--- config.mk ---
export PLATFORM = sky130hd
export DESIGN_NAME = uart_fir_stream_ctrl
export DESIGN_NICKNAME = d
export VERILOG_FILES = /design/src/rtl/uart_fir_stream_ctrl.sv
export SDC_FILE = /design/constraint.sdc
export NUM_CORES = 1
export LEC_CHECK = 0
export ABC_AREA = 1
export CORE_ASPECT_RATIO = 1.75
export CORE_UTILIZATION = 40
export DETAILED_ROUTE_END_ITERATION = 8
export PLACE_DENSITY = 0.65
export SYNTH_ARGS = -nofsm -noshare
export SYNTH_HDL_FRONTEND = slang
export SYNTH_SLANG_ARGS = --single-unit
--- constraint.sdc ---
create_clock -name CLOCK_50 -period 7.94 [get_ports CLOCK_50]
set_input_delay 1.588 -clock CLOCK_50 [delete_from_list [all_inputs] [get_ports CLOCK_50]]
set_output_delay 1.588 -clock CLOCK_50 [all_outputs]
set_load 0.01 [all_outputs]
--- src/rtl/uart_fir_stream_ctrl.sv ---
// rtl/uart_fir_stream_ctrl.sv - UART-to-FIR streaming controller; define RX_TIMEOUT_EN for the inter-byte timeout
module uart_fir_stream_ctrl #(
    parameter int IN_BYTES    = 2,
    parameter int OUT_W       = 24,
    parameter int OUT_BYTES   = 3,
    parameter int FIFO_DEPTH  = 4,
    parameter int TIMEOUT_CYC = 65535
) (
    input  logic                  CLOCK_50,
    input  logic                  KEY,
    input  logic [7:0]            rx_data,
    input  logic                  rx_data_ready,
    output logic [8*IN_BYTES-1:0] fir_in,
    output logic                  fir_in_valid,
    input  logic [OUT_W-1:0]      fir_out,
    input  logic                  fir_out_valid,
    output logic [7:0]            tx_data,
    output logic                  tx_start,
    input  logic                  tx_busy,
    output logic                  overflow,
    output logic                  rx_timeout
);
    localparam int IW = 8 * IN_BYTES;
    localparam int OW = 8 * OUT_BYTES;
    localparam int AW = $clog2(FIFO_DEPTH);
    localparam logic [2:0] IN_LAST  = 3'(IN_BYTES - 1);
    localparam logic [2:0] OUT_LAST = 3'(OUT_BYTES - 1);

    if (IN_BYTES < 1 || IN_BYTES > 4 || OUT_BYTES < 1 || OUT_BYTES > 8 || OUT_W > OW ||
        FIFO_DEPTH < 2 || (FIFO_DEPTH & (FIFO_DEPTH - 1)) != 0 || TIMEOUT_CYC < 1) begin : g_bad_params
        $error("uart_fir_stream_ctrl: invalid parameter set");
    end

    typedef enum logic [1:0] {IDLE, SEND, WAIT_ACK, WAIT_DONE} tx_state_t;

    // RX assembler
    logic [2:0]    byte_cnt;
    logic [2:0]    cnt_base;
    logic [IW-1:0] staging;
    logic [IW-1:0] stage_next;
    logic          rx_restart;

    // A timeout in the same cycle as a byte makes that byte the first of a new sample.
    always_comb begin
        cnt_base   = rx_restart ? 3'd0 : byte_cnt;
        stage_next = staging;
        stage_next[{cnt_base, 3'b000} +: 8] = rx_data;
    end

    always_ff @(posedge CLOCK_50 or negedge KEY) begin
        if (!KEY) begin
            byte_cnt     <= 3'd0;
            staging      <= '0;
            fir_in       <= '0;
            fir_in_valid <= 1'b0;
        end else begin
            fir_in_valid <= 1'b0;
            if (rx_restart)
                byte_cnt <= 3'd0;
            if (rx_data_ready) begin
                if (cnt_base == IN_LAST) begin
                    fir_in       <= stage_next;
                    fir_in_valid <= 1'b1;
                    byte_cnt     <= 3'd0;
                end else begin
                    staging  <= stage_next;
                    byte_cnt <= cnt_base + 3'd1;
                end
            end
        end
    end

`ifdef RX_TIMEOUT_EN
    logic [31:0] idle_cnt;

    assign rx_restart = (byte_cnt != 3'd0) && (idle_cnt == 32'(TIMEOUT_CYC));

    always_ff @(posedge CLOCK_50 or negedge KEY) begin
        if (!KEY) begin
            idle_cnt   <= '0;
            rx_timeout <= 1'b0;
        end else begin
            if (rx_data_ready)
                idle_cnt <= '0;
            else if (idle_cnt != 32'(TIMEOUT_CYC))
                idle_cnt <= idle_cnt + 32'd1;
            if (rx_restart)
                rx_timeout <= 1'b1;
        end
    end
`else
    assign rx_restart = 1'b0;
    assign rx_timeout = 1'b0;
`endif

    // Result FIFO, one extra pointer bit distinguishes full from empty
    tx_state_t     state;
    tx_state_t     state_next;
    logic [OW-1:0] mem [FIFO_DEPTH];
    logic [AW:0]   wr_ptr;
    logic [AW:0]   rd_ptr;
    logic [OW-1:0] fir_ext;
    logic          fifo_empty;
    logic          fifo_full;
    logic          push;
    logic          pop;

    assign fir_ext    = OW'($signed(fir_out));
    assign fifo_empty = (wr_ptr == rd_ptr);
    assign fifo_full  = (wr_ptr[AW] != rd_ptr[AW]) && (wr_ptr[AW-1:0] == rd_ptr[AW-1:0]);
    assign pop        = (state == IDLE) && !fifo_empty;
    assign push       = fir_out_valid && (!fifo_full || pop);

    always_ff @(posedge CLOCK_50) begin
        if (push)
            mem[wr_ptr[AW-1:0]] <= fir_ext;
    end

    always_ff @(posedge CLOCK_50 or negedge KEY) begin
        if (!KEY) begin
            wr_ptr   <= '0;
            rd_ptr   <= '0;
            overflow <= 1'b0;
        end else begin
            if (push)
                wr_ptr <= wr_ptr + 1'b1;
            if (pop)
                rd_ptr <= rd_ptr + 1'b1;
            if (fir_out_valid && !push)
                overflow <= 1'b1;
        end
    end

    // TX serialiser: shift register holds the result being sent, outside the FIFO
    logic [OW-1:0] shift_reg;
    logic [2:0]    idx;

    always_ff @(posedge CLOCK_50 or negedge KEY) begin
        if (!KEY) begin
            shift_reg <= '0;
            idx       <= 3'd0;
        end else begin
            if (pop) begin
                shift_reg <= mem[rd_ptr[AW-1:0]];
                idx       <= 3'd0;
            end else if (state == WAIT_DONE && !tx_busy && idx != OUT_LAST) begin
                idx <= idx + 3'd1;
            end
        end
    end

    always_ff @(posedge CLOCK_50 or negedge KEY) begin
        if (!KEY)
            state <= IDLE;
        else
            state <= state_next;
    end

    always_comb begin
        state_next = state;
        case (state)
            IDLE:      if (!fifo_empty) state_next = SEND;
            SEND:      if (!tx_busy)    state_next = WAIT_ACK;
            WAIT_ACK:  if (tx_busy)     state_next = WAIT_DONE;
            WAIT_DONE: if (!tx_busy)    state_next = (idx == OUT_LAST) ? IDLE : SEND;
            default:                    state_next = IDLE;
        endcase
    end

    always_comb begin
        tx_start = (state == SEND) && !tx_busy;
        tx_data  = (state == IDLE) ? 8'h00 : shift_reg[{idx, 3'b000} +: 8];
    end
endmodule
## After elaboration in Yosys (flattened, before gate mapping)

Memories as Yosys holds them, arrays and structs flattened. A register that Yosys moved wholly into a read port is not among the register bits.
Cells that the tools add are included.

| storage, ports and cells | value |
|---|---|
| bits in registers | 48 |
| bits in writable memories | 96 |
| output and inout bits | 28 |
| memories kept | 1 |

Memories:

| memory | words | width | read ports | clocked after memory_dff | wr ports | RTL line | text |
|---|---|---|---|---|---|---|---|
| mem | 4 | 24 | 1 | 1 | 1 | 99 | `logic [OW-1:0] mem [FIFO_DEPTH];` |

| operators by class | value |
|---|---|
| add/sub/neg operators | 5 |
| equality and inequality tests | 13 |
| shift operators | 3 |
| mux-type cells | 15 |
| bitwise logic cells | 1 |
| reduce and logical (&&, ||, !) cells | 18 |

Operator list:

| operator | count |
|---|---|
| variable part select 24 x 7 -> 8 bit | 1 |
| bitwise mux 16 bit | 1 |
| variable shift 8 x 8 -> 16 bit (first input constant) | 1 |
| variable part select 8 x 8 -> 16 bit | 1 |
| adder 3 x 1 -> 3 bit (second input constant) | 4 |
| 2-to-1 mux 3 bit | 3 |
| 2-to-1 mux 2 bit | 4 |
| 2-to-1 mux 8 bit | 1 |
| != test 2 bit (second input constant) | 4 |
| negation 6 -> 8 bit | 1 |
| one-hot mux 2 bit (4 select lines) | 1 |
| logical AND 1 bit | 7 |
| zero test 1 bit | 5 |
| 2-to-1 mux 1 bit | 5 |
| equality test 2 bit (second input constant) | 2 |
| AND reduction 2 bit | 2 |
| AND reduction 4 bit | 1 |
| equality test 3 x 1 -> 1 bit (second input constant) | 1 |
| equality test 3 x 2 -> 1 bit (second input constant) | 1 |
| equality test 3 bit | 1 |
| != test 3 x 2 -> 1 bit (second input constant) | 1 |
| equality test 2 x 1 -> 1 bit (second input constant) | 1 |
| equality test 2 bit | 1 |
| zero test 2 bit | 1 |
| 4 further kinds | 4 |

## Depth between registers and ports, before layout

Gate-level depths: netlist (run 1).

| depth | value |
|---|---|
| word-level depth | 7 |
| gate-level depth with buffers | 10 |
| depth with buffers taken out | 9 |

## Worst setup path after synthesis (run 1)

OpenSTA, ideal clock, no wires.

| path | value |
|---|---|
| kind | input port to output port |
| start | in tx_busy |
| end | out tx_start |
| data arrival time | 1757 ps |
| required time | 6352 ps |
| path slack | 4595 ps |
| cell stages on the path | 1 |
| path buffers | 0 |
| cell sequence | nor2_1 |

| between the ends | value |
|---|---|
| word-level cells in the longest chain between the ends | 2 |

Ends and longest elaborated chain:

| item | RTL line | text |
|---|---|---|
| from (decl) | 19 | `input logic tx_busy,` |
| zero test 1 bit | 171 | `tx_start = (state == SEND) && !tx_busy;` |
| logical AND 1 bit | 171 |  |
| to (decl) | 18 | `output logic tx_start,` |

No other way between the ends.

## Worst setup path in the final report (run 1)

Same ends and word-level chain as after synthesis.

==> results of run 1 <==
[how the worst max path moves through the flow]
stage                     depth (start not counted)     from  slack [ns]        to
after global routing                              3  tx_busy        3.61  tx_start
after global placement                            3  tx_busy        3.65  tx_start
final                                             3  tx_busy        3.67  tx_start
after floorplan                                   1  tx_busy        4.59  tx_start
after CTS                                         3  tx_busy        3.66  tx_start
after detailed placement                          3  tx_busy        3.65  tx_start
[power by group]
part | internal (µW) | total (µW) | switching, µW
combinational | 454 | 1250 | 799
clock | 426 | 811 | 385
sequential | 1190 | 1330 | 134
total | 2080 | 3390 | 1320
[stage by stage]
step | area [µm²] | hold slack [ns] | cells | power, µW
CTS | 8648 | 0.4813 | 1001 | 3433
floorplan | 7247 | 0.4436 | 698 | 2211
detailed placement | 8049 | 0.4613 | 969 | 2612
global placement | 8049 | 0.4605 | 969 | 2587
finish | 8648 | 0.4754 | 1001 | 3393
global route | 8648 | 0.4938 | 1001 | 3659
[cell usage in the layout, fill, tap and decap left out, types with 2 or more instances in the layout]
cell                              instances
sky130_fd_sc_hd__nand3_1                 32
sky130_fd_sc_hd__nor2_1                  70
sky130_fd_sc_hd__nand4_1                  9
sky130_fd_sc_hd__xnor2_1                  2
sky130_fd_sc_hd__o21ai_1                  9
sky130_fd_sc_hd__clkdlybuf4s50_1         62
sky130_fd_sc_hd__inv_2                    4
sky130_fd_sc_hd__xor2_1                   2
sky130_fd_sc_hd__nand2_2                  3
sky130_fd_sc_hd__buf_4                    8
sky130_fd_sc_hd__nand3_2                  2
sky130_fd_sc_hd__clkinv_8                 4
sky130_fd_sc_hd__o22ai_1                 25
sky130_fd_sc_hd__inv_8                    5
sky130_fd_sc_hd__dfrtp_1                 72
sky130_fd_sc_hd__inv_1                   47
sky130_fd_sc_hd__o21ai_0                 92
sky130_fd_sc_hd__clkbuf_16               17
sky130_fd_sc_hd__edfxtp_1                96
sky130_fd_sc_hd__clkinv_4                 2
sky130_fd_sc_hd__nor2_4                   2
sky130_fd_sc_hd__nand2_4                  2
sky130_fd_sc_hd__nor2_2                   6
sky130_fd_sc_hd__inv_6                    4
sky130_fd_sc_hd__a21oi_1                  2
sky130_fd_sc_hd__nand2_1                166
sky130_fd_sc_hd__ha_1                    16
[layout make-up]
class	count	area (µm²)
Fill cell	1630	8969
Sequential cell	168	4684
Multi-Input combinational cell	446	2188
Timing Repair Buffer	71	685.7
Clock buffer	17	425.4
Tap cell	231	289.0
Inverter	53	201.4
Clock inverter	15	173.9
[layer usage]
layer  GRT usage  up-vias  routed length [µm]
li1            -     2469                   -
met1      0.1779     2303                5852
met2      0.3028      105                7741
met3     0.03074       32                 446
met4     0.08743        0                 535
met5           0        -                   0
[logic make-up after synthesis]
| group | count (synthesis) | share of synthesized area |
|---|---|---|
| flops | 168 | 0.6464 |
| fa+ha+maj | 16 | 0.02762 |
| buf+inv | 84 | 0.05300 |
| xor+xnor | 5 | 0.007080 |
| other cells | 1 | 0.0005175 |
| simple gates | 294 | 0.1706 |
| compound gates | 130 | 0.09479 |
==> impl_metrics.sql, run 1 <==
INSERT INTO impl_metrics (metric_group, metric, value, unit) VALUES
('routing', 'detail_route.first_pass.iterations', '4', ''),
('timing', 'transition_time_at_the_pin_with_the_least_slew_margin', '0.8960', 'ns'),
('placement', 'port_buffers', '63', ''),
('critical_path', 'cp_num_buf_inv', '2', ''),
('yosys', 'yosys_warnings', '0', ''),
('routing', 'drc_errors', '0', ''),
('yosys', 'synth_top_cells_by_area', 'sky130_fd_sc_hd__edfxtp_1, sky130_fd_sc_hd__dfrtp_1, sky130_fd_sc_hd__nand2_1', ''),
('timing', 'fin_crit_sh', '0.5379', ''),
('floorplanning', 'floorplan.rows', '64', ''),
('final_layout', 'area_delta_synth_final', '19.34', '%'),
('timing', 'fmaxAchievable', '234.2', 'MHz'),
('status', 'result_of_the_run', 'finished clean', ''),
('yosys', 'syn_inst', '698', ''),
('power_and_ir_drop', 'power_density', '392.3', 'nW/µm²'),
('final_layout', 'largest_register_ff_count', '96', ''),
('critical_path', 'cp-end-kind', 'output pin', ''),
('critical_path', 'cpPeakStageDelay', '0.53', 'ns'),
('clocking', 'clk_path_buf_depth', '2', ''),
('routing', 'avgViaCountPerCell', '4.904', ''),
('min_path', 'min_to', 'overflow', ''),
('min_path', 'hp-class', 'reg2reg', ''),
('final_layout', 'fin_util', '0.4909', ''),
('yosys', 'ys.flop_type', 'sky130_fd_sc_hd__edfxtp_1', ''),
('timing', 'slew_violations', '0', ''),
('final_layout', 'nets', '810', ''),
('routing', 'routed-via-count', '4909', ''),
('floorplanning', 'die-height', '180.1', 'µm'),
('clocking', 'cts.htree.levels', '4', ''),
('critical_path', 'crit_type', 'in2out', ''),
('yosys', 'post_synth_edffs', '96', ''),
('yosys', 'yosysTopAreaCellShare', '0.3978', ''),
('routing', 'drt_iter0_markers', '234', ''),
('critical_path', 'crit_path_start_kind', 'primary input', ''),
('power_and_ir_drop', 'power.static_leakage', '0.003559', 'µW'),
('routing', 'antenna_violating_nets_post_route', '0', ''),
('floorplanning', 'fp.coreArea', '17620', 'µm²'),
('critical_path', 'worst-endpoint-arrival', '2.68', 'ns'),
('routing', 'routedWlPerCell', '14.56', 'µm'),
('clocking', 'gates_resized_cts_repair', '0', ''),
('yosys', 'synth.most_common_cell', 'sky130_fd_sc_hd__nand2_1', ''),
('yosys', 'syn_nets', '751', ''),
('yosys', 'synth.lib_cells_used.distinct', '34', ''),
('global_route', 'grt_antenna_before_repair', '0', ''),
('yosys', 'synth_area_leader_cell', 'sky130_fd_sc_hd__edfxtp_1', ''),
('clocking', 'cts_root_buf', 'sky130_fd_sc_hd__clkbuf_16', ''),
('critical_path', 'timing.rr.start', 'state[0]', ''),
('clocking', 'cts_buffers', '17', ''),
('critical_path', 'timing.reg2reg.worst_path_depth', '7', ''),
('global_route', 'grt-ovfl-total', '0', ''),
('timing', 'timing.max_slew.rel_slack', '0.4027', ''),
('clocking', 'post_cts_hold_buffer_count', '0', ''),
('global_route', 'grt_max_degree', '73', ''),
('floorplanning', 'top_level_ports', '65', ''),
('min_path', 'timing.hold.worst.start', 'overflow', ''),
('placement', 'finalWeightedCongestion', '0.8083', ''),
('critical_path', 'critPathMaxFanout', '4', ''),
('critical_path', 'required', '6.35', 'ns'),
('critical_path', 'critical-path-top-cell-by-count', 'sky130_fd_sc_hd__clkdlybuf4s50_1', ''),
('final_layout', 'antenna_cells_inserted', '0', ''),
('floorplanning', 'die_width', '103.8', 'µm'),
('global_route', 'global_route_wire_length_before_repair', '23.94', 'mm'),
('flow_run', 'max_cap_violations', '0', ''),
('power_and_ir_drop', 'ir_drop', '0.0001590', 'V'),
('critical_path', 'worstReg2RegEnd', 'mem[3][8]', ''),
('critical_path', 'crit_path_top_delay_cell', 'sky130_fd_sc_hd__clkdlybuf4s50_1', ''),
('yosys', 'synth_commonest_cells', 'sky130_fd_sc_hd__nand2_1, sky130_fd_sc_hd__edfxtp_1, sky130_fd_sc_hd__o21ai_0, sky130_fd_sc_hd__nor2_1, sky130_fd_sc_hd__dfrtp_1', ''),
('yosys', 'mappedNetlistArea', '7247', 'µm²'),
('min_path', 'hold_depth', '1', ''),
('yosys', 'synth-seq-area-share', '0.6464', ''),
('timing', 'timing.final.hold_violations', '0', ''),
('floorplanning', 'die_area', '18680', 'µm²');
No activity file was read; power rests on OpenSTA's default activity.
==> inputs of run 2 (changes only) <==
--- a/config.mk
+++ b/config.mk
@@ -9,7 +9,7 @@
 export CORE_ASPECT_RATIO = 1.75
 export CORE_UTILIZATION = 40
 export DETAILED_ROUTE_END_ITERATION = 8
-export PLACE_DENSITY = 0.65
+export PLACE_DENSITY = 0.67
 export SYNTH_ARGS = -nofsm -noshare
 export SYNTH_HDL_FRONTEND = slang
 export SYNTH_SLANG_ARGS = --single-unit
==> constraint.sdc (replaced) <==
create_clock -name CLOCK_50 -period 3.8 [get_ports CLOCK_50]
set_input_delay 0.76 -clock CLOCK_50 [delete_from_list [all_inputs] [get_ports CLOCK_50]]
set_output_delay 0.76 -clock CLOCK_50 [all_outputs]
set_load 0.01 [all_outputs]
==> run 2 against run 1 <==
- critical endpoint is now tx_data[2]
- worst setup slack worse by 2.9 ns
- clock-buffer cell count is the same
- clock skew grew 0.0036 ns
- via count down 0.12%
- non-clock buffer count increased by 3
- die area unchanged
- largest cell class unchanged
- register-to-register slack worse by 4.1 ns
- cell count rose by 0.30%
- core utilization increased by 0.057 points
- power is 110% higher
- sequential power up 110%
==> impl_metrics.sql, run 2 (synthesis gave the netlist of run 1 again) <==
INSERT INTO impl_metrics (metric_group, metric, value, unit) VALUES
('status', 'result_of_the_run', 'finished clean', ''),
('timing', 'fin_skew', '0.01433', 'ns'),
('routing', 'routed-via-count', '4903', ''),
('global_route', 'global_route_wire_length_before_repair', '24.21', 'mm'),
('global_route', 'grt_antenna_before_repair', '0', ''),
('timing', 'slew_violations', '0', ''),
('clocking', 'cts.htree.levels', '4', ''),
('power_and_ir_drop', 'power.static_leakage', '0.003573', 'µW'),
('timing', 'fmaxAchievable', '331.8', 'MHz'),
('critical_path', 'timing.critical_path.cells', 'clkinv_1 -> nor2_1 -> o21ai_0 -> nand2_1 -> nor2_1 -> clkdlybuf4s50_1', ''),
('timing', 'fin_crit_sh', '0.7932', ''),
('power_and_ir_drop', 'internal-power', '4356', 'µW'),
('critical_path', 'crit_path_top_delay_cell', 'sky130_fd_sc_hd__clkdlybuf4s50_1', ''),
('placement', 'finalWeightedCongestion', '0.8466', ''),
('critical_path', 'cp-end-kind', 'output pin', ''),
('final_layout', 'final_common_cell', 'sky130_fd_sc_hd__nand2_1', ''),
('final_layout', 'antenna_cells_inserted', '0', ''),
('final_layout', 'most-common-layout-cells', 'sky130_fd_sc_hd__nand2_1, sky130_fd_sc_hd__edfxtp_1, sky130_fd_sc_hd__o21ai_0', ''),
('flow_run', 'max_cap_violations', '0', ''),
('global_route', 'grt_usage', '0.1658', ''),
('final_layout', 'register_area', '4684', 'µm²'),
('timing', 'grt_setup_unrepaired', 'false', ''),
('clocking', 'numClockSinks', '168', ''),
('critical_path', 'worstReg2RegEnd', 'mem[2][0]', ''),
('power_and_ir_drop', 'power_density', '820.7', 'nW/µm²'),
('clocking', 'cts_root_buf', 'sky130_fd_sc_hd__clkbuf_16', ''),
('timing', 'tns', '0', 'ns'),
('floorplanning', 'initial_utilization', '0.4114', ''),
('critical_path', 'crit_family', 'buffers and inverters', ''),
('placement', 'port_buffers', '63', ''),
('routing', 'avgViaCountPerCell', '4.883', ''),
('floorplanning', 'die_width', '103.8', 'µm'),
('placement', 'detailedPlacementHpwl', '9.661', 'mm'),
('critical_path', 'required', '3.04', 'ns'),
('floorplanning', 'top_level_ports', '65', ''),
('clocking', 'worst_skew_pair.late_latency', '0.43', 'ns'),
('min_path', 'hp-class', 'reg2reg', ''),
('final_layout', 'fin_util', '0.4915', ''),
('power_and_ir_drop', 'power_switching_share', '0.3870', ''),
('final_layout', 'area_delta_synth_final', '19.48', '%'),
('critical_path', 'crit_type', 'reg2out', ''),
('final_layout', 'nets', '813', ''),
('critical_path', 'worst_setup_path_endpoint', 'tx_data[2]', ''),
('clocking', 'path_clk_slew', '0.07', 'ns'),
('timing', 'transition_time_at_the_pin_with_the_least_slew_margin', '0.9280', 'ns'),
('global_route', 'grt_pass1_vias', '4877', ''),
('final_layout', 'fraction_of_final_layout_cells_sized_beyond_drive_strength_1', '0.08538', ''),
('power_and_ir_drop', 'comb_power_share', '0.370', ''),
('timing', 'report.final.setup_viol', '0', ''),
('final_layout', 'multi_input_area', '2188', 'µm²'),
('power_and_ir_drop', 'power.net_switching', '2750', 'µW'),
('critical_path', 'critPathMaxFanout', '18', ''),
('routing', 'routedWlPerCell', '14.48', 'µm'),
('routing', 'drt_iter0_markers', '186', ''),
('clocking', 'tritoncts', 'yes', ''),
('clocking', 'cts.repair_timing.setup_buffer_count', '0', ''),
('power_and_ir_drop', 'ir_drop', '0.0003198', 'V'),
('clocking', 'cts_buffers', '17', ''),
('routing', 'antenna_violating_nets_post_route', '0', ''),
('critical_path', 'worst-endpoint-arrival', '2.25', 'ns'),
('critical_path', 'timing.reg2reg.worst_path_depth', '7', ''),
('routing', 'routed_wl', '14.54', 'mm'),
('final_layout', 'n_fill_cell', '1586', ''),
('clocking', 'gates_resized_cts_repair', '0', ''),
('global_route', 'grt_max_degree', '73', ''),
('critical_path', 'timing.rr.start', 'state[0]', ''),
('timing', 'timing.final.hold_violations', '0', ''),
('global_route', 'grt-ovfl-total', '0', ''),
('timing', 'timing.max_slew.rel_slack', '0.3814', ''),
('critical_path', 'critical-path-top-cell-by-count', 'sky130_fd_sc_hd__nor2_1', ''),
('clocking', 'clk_path_buf_depth', '2', ''),
('critical_path', 'crit_path_start_kind', 'flop', ''),
('floorplanning', 'die-height', '180.1', 'µm'),
('critical_path', 'timing.reg2reg.setup_slack', '1.39', 'ns'),
('critical_path', 'cpPeakStageDelay', '0.51', 'ns'),
('critical_path', 'critical_path_depth', '6', ''),
('critical_path', 'crit_path_start', 'idx[0]', ''),
('routing', 'drc_errors', '0', ''),
('clocking', 'post_cts_hold_buffer_count', '0', ''),
('routing', 'detail_route.first_pass.iterations', '4', ''),
('timing', 'fin_crit', '3.014', 'ns'),
('floorplanning', 'fp.coreArea', '17620', 'µm²'),
('power_and_ir_drop', 'power.clock.fraction', '0.239', ''),
('critical_path', 'cp_num_buf_inv', '2', ''),
('power_and_ir_drop', 'power.sequential.fraction', '0.392', ''),
('final_layout', 'largest_register_ff_count', '96', ''),
('floorplanning', 'die_area', '18680', 'µm²'),
('floorplanning', 'floorplan.rows', '64', '');
[run 2: cell count changes in the layout (fill, tap and decap cells not counted), sizes merged]
cell	change
clkinv	-4
inv	+4
buf	+3
[run 2: through the flow]
step / total power, µW / setup slack, ns / std cells / area [µm²] / hold slack, ns
after floorplan: 4619 / 1.089 / 698 / 7247 / 0.4436
after global placement: 5426 / 1.190 / 972 / 8071 / 0.4610
after detailed placement: 5473 / 1.167 / 972 / 8071 / 0.4654
after CTS: 7185 / 0.7763 / 1004 / 8658 / 0.4838
after global routing: 7644 / 0.5105 / 1004 / 8658 / 0.5084
final: 7106 / 0.7857 / 1004 / 8658 / 0.4768
[run 2: routing by layer]
metal	global-route usage	part of all wire	vias up
li1	-	-	2479
met1	0.1795	0.40	2303
met2	0.3109	0.54	97
met3	0.03580	0.036	24
met4	0.06571	0.024	0
met5	0	0	-
[run 2: power groups by stage]
stage	registers, µW	clock network (µW)	logic (µW)
after floorplan	2770	0	1850
after detailed placement	2820	0	2650
after global placement	2810	0	2620
final	2780	1700	2630
after CTS	2790	1730	2670
after global routing	2840	1800	3010
[run 2: final cells by class]
| type | count | area share |
|---|---|---|
| multi-input combinational | 446 | 0.2527 |
| clock inverter | 15 | 0.01864 |
| timing repair buffer | 74 | 0.08179 |
| clock buffer | 17 | 0.04913 |
| sequential | 168 | 0.5410 |
| tap | 231 | 0.03338 |
| inverter | 53 | 0.02327 |
[run 2: worst min path at each step]
stage                  from            to  slack [ns]  cells past startpoint
3_3_place_gp   shift_reg[4]  shift_reg[4]        0.46                      2
4_1_cts           fir_in[3]     fir_in[3]        0.48                      2
2_1_floorplan  shift_reg[7]  shift_reg[7]        0.44                      2
6_report          fir_in[3]     fir_in[3]        0.48                      2
5_1_grt           fir_in[3]     fir_in[3]        0.51                      2
3_5_place_dp      fir_in[3]     fir_in[3]        0.47                      2
[run 2: worst reg2reg max path, stage by stage (launching register included)]
cell	delay, ns
sky130_fd_sc_hd__dfrtp_1	0.43
sky130_fd_sc_hd__inv_1	0.15
sky130_fd_sc_hd__ha_1	0.46
sky130_fd_sc_hd__nor2_1	0.10
sky130_fd_sc_hd__nand3_1	0.18
sky130_fd_sc_hd__nand2_1	0.24
sky130_fd_sc_hd__nor2_2	0.14
sky130_fd_sc_hd__buf_4	0.35
